--- config.mk ---
export PLATFORM = sky130hd
export DESIGN_NAME = display_mux
export DESIGN_NICKNAME = d
export VERILOG_FILES = /design/src/rtl/display_pkg.sv /design/src/rtl/scan_tick.sv /design/src/rtl/display_mux.sv
export SDC_FILE = /design/constraint.sdc
export NUM_CORES = 1
export LEC_CHECK = 0
export CAP_MARGIN = 20
export CELL_PAD_IN_SITES_DETAIL_PLACEMENT = 0
export CELL_PAD_IN_SITES_GLOBAL_PLACEMENT = 1
export CORE_ASPECT_RATIO = 0.7
export CORE_UTILIZATION = 42
export CTS_BUF_LIST = sky130_fd_sc_hd__clkbuf_4 sky130_fd_sc_hd__clkbuf_8
export CTS_CLUSTER_DIAMETER = 150
export DETAILED_ROUTE_END_ITERATION = 8
export PLACE_DENSITY = 0.77
export SLEW_MARGIN = 10
export SYNTH_ARGS = -nofsm -noshare
export SYNTH_HDL_FRONTEND = slang
export SYNTH_HIERARCHICAL = 1
export SYNTH_SLANG_ARGS = --single-unit
--- constraint.sdc ---
create_clock -name clk -period 4.16 [get_ports clk]
set_input_delay 1.04 -clock clk [delete_from_list [all_inputs] [get_ports clk]]
set_output_delay 1.04 -clock clk [all_outputs]
set_load 0.02 [all_outputs]
--- src/rtl/display_pkg.sv ---
// Shared types and defaults for the multiplexed BCD display driver.
package display_pkg;

    typedef logic [3:0] bcd_t;

    localparam bcd_t BCD_MAX      = 4'd9;
    localparam int   DIGITS_DEF   = 4;
    localparam int   PRESCALE_DEF = 1000;
    localparam int   BLANK_DEF    = 2;

endpackage

--- src/rtl/scan_tick.sv ---
// Digit-slot prescaler: cnt runs 0..PRESCALE-1 and tick marks the last cycle of each slot.
module scan_tick
    import display_pkg::*;
#(
    parameter int PRESCALE = PRESCALE_DEF
) (
    input  logic                        clk,
    input  logic                        rst_n,
    output logic [$clog2(PRESCALE)-1:0] cnt,
    output logic                        tick
);

    localparam int            CW   = $clog2(PRESCALE);
    localparam logic [CW-1:0] LAST = CW'(PRESCALE - 1);

    assign tick = (cnt == LAST);

    // NOTE: sequential state uses non-blocking assignments so every register
    // samples pre-edge values, independent of block ordering.
    always_ff @(posedge clk or negedge rst_n) begin
        if (!rst_n) begin
            cnt <= '0;
        end else if (tick) begin
            cnt <= '0;
        end else begin
            cnt <= cnt + 1'b1;
        end
    end

endmodule

--- src/rtl/display_mux.sv ---
// Time-multiplexed BCD digit driver with per-slot anode blanking and a bad-digit flag.
// Define DISPLAY_MUX_LZB_EN to enable leading-zero blanking of the anodes.
module display_mux
    import display_pkg::*;
#(
    parameter int DIGITS   = DIGITS_DEF,
    parameter int PRESCALE = PRESCALE_DEF,
    parameter int BLANK    = BLANK_DEF
) (
    input  logic                  clk,
    input  logic                  rst_n,
    input  logic                  ld,
    input  logic [4*DIGITS-1:0]   din,
    output bcd_t                  d,
    output logic [DIGITS-1:0]     an,
    output logic                  err
);

    localparam int            CW        = $clog2(PRESCALE);
    localparam int            IW        = $clog2(DIGITS);
    localparam logic [IW-1:0] IDX_LAST  = IW'(DIGITS - 1);
    localparam logic [CW-1:0] BLANK_END = CW'(BLANK);

    logic [CW-1:0]       cnt;
    logic                tick;
    logic [IW-1:0]       idx;
    bcd_t [DIGITS-1:0]   buffer;
    logic [DIGITS-1:0]   an_next;
    logic                err_next;
    logic                lz_blank;

    scan_tick #(.PRESCALE(PRESCALE)) u_scan_tick (
        .clk   (clk),
        .rst_n (rst_n),
        .cnt   (cnt),
        .tick  (tick)
    );

    // Load and scan advance are independent, so a load on a tick lands in the new slot.
    always_ff @(posedge clk or negedge rst_n) begin
        if (!rst_n) begin
            buffer <= '0;
            idx    <= '0;
        end else begin
            if (ld) begin
                buffer <= din;
            end
            if (tick) begin
                idx <= (idx == IDX_LAST) ? '0 : idx + 1'b1;
            end
        end
    end

`ifdef DISPLAY_MUX_LZB_EN
    logic [IW-1:0] msd;

    // Highest nonzero digit; an all-zero buffer leaves digit 0 as the one shown.
    always_comb begin
        msd = '0;
        for (int i = 1; i < DIGITS; i++) begin
            if (buffer[i] != '0) begin
                msd = IW'(i);
            end
        end
    end

    assign lz_blank = (idx > msd);
`else
    assign lz_blank = 1'b0;
`endif

    // NOTE: every combinational output gets a default first, so no path can infer a latch.
    always_comb begin
        an_next  = '1;
        err_next = 1'b0;
        if (cnt >= BLANK_END && !lz_blank) begin
            an_next[idx] = 1'b0;
        end
        for (int i = 0; i < DIGITS; i++) begin
            if (buffer[i] > BCD_MAX) begin
                err_next = 1'b1;
            end
        end
    end

    always_ff @(posedge clk or negedge rst_n) begin
        if (!rst_n) begin
            d   <= '0;
            an  <= '1;
            err <= 1'b0;
        end else begin
            d   <= buffer[idx];
            an  <= an_next;
            err <= err_next;
        end
    end

endmodule

==> impl_results.md <==
* Worst Setup End Kind: primary output
* Vias in the first global route at 995
* DRT antenna net count at 0
* Crit Path Class: flip-flop to primary output
* Status: finished clean
* Pwr/cell area at 352 nW/um^2
* Final WL at 2.96 mm
* Count of final setup violators at 0
* Design area at 2010 sq um
* Gate Count Post-Synth at 114
* Cell Area, Synth at around 1600 sq um
* H-tree levels at 2
* 1st-iter DRT viols at 81
* Synth Register Bits at 37
* CTS Root Cell: clkbuf_8
* CP required at 3120 ps
* Minimum clock period at around 2400 ps
* Slew Limit Fails at 0
* Die width at between 70 and 80 microns
* Max transition margin at 50.7%
* Layout Skew at 4.45 ps
* Post-DP HPWL at 2.14 mm
* Clock transition at the registers of the reported paths at 70 ps
* Fmax at 0.410 GHz
* Final worst-path cycle share at 58.6%
* RSZ-0062 raised after global routing: false
* # fillers at 294
* CTS tree: built
* Delay-heaviest family, CP: buffers and inverters
* Crit path launch type: flip-flop
* Die footprint at 4080 sq um
* Starting Density at 44.9%
* Worst Path Buf+Inv at 1
* Antenna violations before repair at 0
* Core area at 3580 sq um
* Num ports at 28
* Avg Inst Size Synth at 14.1 sq um
* Hold WC Path Type: flip-flop to flip-flop
* First-pass GRT wire length at 4.84 mm
* DP Area at 1930 sq um
* Final layout net count at 169
* Gpl congestion at between 0.7 and 0.8
* Mapped Nets at 138
* Reg area at 931 sq um
* Max VDD drop at approximately 0.17 mV
* Post-route setup TNS at 0 ps
* Sink Count at 37
* Sequential area share after synthesis at 57.9%
* Largest net degree at the start of global routing at 38
* # Max-Cap Violations at 0
* Die boundary height at 53.8 microns
* WP data arrival at 1400 ps
* Clock latency on the worst-skew pair at between 200 and 300 ps
* Clock buffer depth at 2
* Delay of the slowest critical-path stage at 590 ps
* Wire length per cell at 15.1 microns
* GRT Util Overall at 16.8%
* Area delta synth->final at 25.3%
* # diodes at 0
* Number of synthesized flops with an enable pin at 0
* TritonRoute pass-1 iters at 4
* Critical path's slowest cell: clkdlybuf4s50_1
* Leakage at 0.832 nW
* Buffer count from post-CTS setup fixing at 0
* Top_reg_cell synth: dfrtp_1
* Hold Buf Count CTS at 0
* DRC at 0
* Multi-input logic area at 646 sq um
* GRT overflow at 0
* Crit path cell chain: clkdlybuf4s50_1
* CTS buffer count at 5
* Yosys Warn Count at 6
* PortBufs at 27
* Ratio of cells with drive above 1 in the final layout at 27.4%
* Least-Margin Pin Slew at roughly 740 ps
* Final Hold Fails at 0
* Row cnt at 18
* Crit-path max FO at 1
* Netlist cell types at 29
* Post-CTS sizing at 0
* Post-synth ARST share at between 90% and 100%
* Via density at ~5.2
* Via count at slightly above 1k
per-stage QoR:
stage	power [mW]	util (%)	hold slack (ps)	cells	setup slack [ps]
after floorplan	0.429	-	473	114	2290
after global placement	0.468	53.8	487	188	1680
after detailed placement	0.472	53.8	504	188	1600
after CTS	0.720	56.3	520	196	1700
after global routing	0.742	56.3	546	196	1680
final	0.709	56.3	517	196	1720
cells by family after synthesis:
| family | synth area share (%) |
|---|---|
| flip-flops | 57.9 |
| AND/OR/NAND/NOR | 9.73 |
| multiplexers | 16.8 |
| AO/OA/AOI/OAI | 7.00 |
| buffers and inverters | 1.95 |
| XOR/XNOR | 2.72 |
| adder cells (fa/ha/maj) | 3.89 |
Yosys cell counts (3+ instances only):
| master | number | area share, % |
|---|---|---|
| inv_1 | 3 | 0.70 |
| mux4_2 | 4 | 5.6 |
| nor2_1 | 4 | 0.93 |
| and3_1 | 3 | 1.2 |
| dfrtp_1 | 33 | 51 |
| nand3_1 | 6 | 1.9 |
| buf_2 | 4 | 1.2 |
| ha_1 | 5 | 3.9 |
| mux2_2 | 16 | 11 |
| o21ai_0 | 6 | 1.9 |
| xor2_1 | 3 | 1.6 |
| dfstp_2 | 4 | 6.5 |
| o41ai_1 | 4 | 2.2 |
power by group:
group          switching (mW)  leakage (nW)  internal, mW
Clock                   0.123        0.0484         0.123
Sequential             0.0126         0.439         0.381
Combinational          0.0268         0.345        0.0438
Total                   0.163         0.832         0.547
path summary, 6_finish.rpt:
kind,from,slack (ps),cells past startpoint,to
min reg2reg,u_scan_tick/cnt[0],520,1,u_scan_tick/cnt[0]
min in group asynchronous,rst_n,1160,2,u_scan_tick/cnt[7]
max,an[1],1720,1,an[1]
max reg2reg,u_scan_tick/cnt[0],2160,6,idx[0]
min,u_scan_tick/cnt[0],520,1,u_scan_tick/cnt[0]
max in group asynchronous,rst_n,2660,2,an[3]
state kept, by name, indices dropped and copies added (netlist names):
register         cells
an                   4
buffer              16
d                    4
err                  1
idx                  2
u_scan_tick/cnt     10
area by class of cell:
type                       count  area share [%]
inverter                       3           0.559
tap                           50            3.11
clock buffer                   6            3.79
timing repair buffer          28            13.8
clock inverter                 2           0.497
multi-input combinational     70            32.0
sequential                    37            46.2
layer usage:
layer  up-vias  share of wire (%)  global-route usage [%]
li1        481                  -                       -
met1       505                 48                    20.5
met2        22                 47                    26.8
met3         2                5.3                    7.63
met4         0               0.47                    6.73
met5         -                  0                       0
layout by cell type (no fill, tap or decap), types with 4 or more instances in the layout:
master,synthesis,routed
clkbuf_8,0,5
clkdlybuf4s50_1,0,27
dfrtp_1,33,33
dfstp_2,4,4
ha_1,5,5
mux2_2,16,16
mux4_2,4,4
nand3_1,6,6
nor2_1,4,4
o21ai_0,6,6
o41ai_1,4,4
Power figures use the tool's default switching activity.
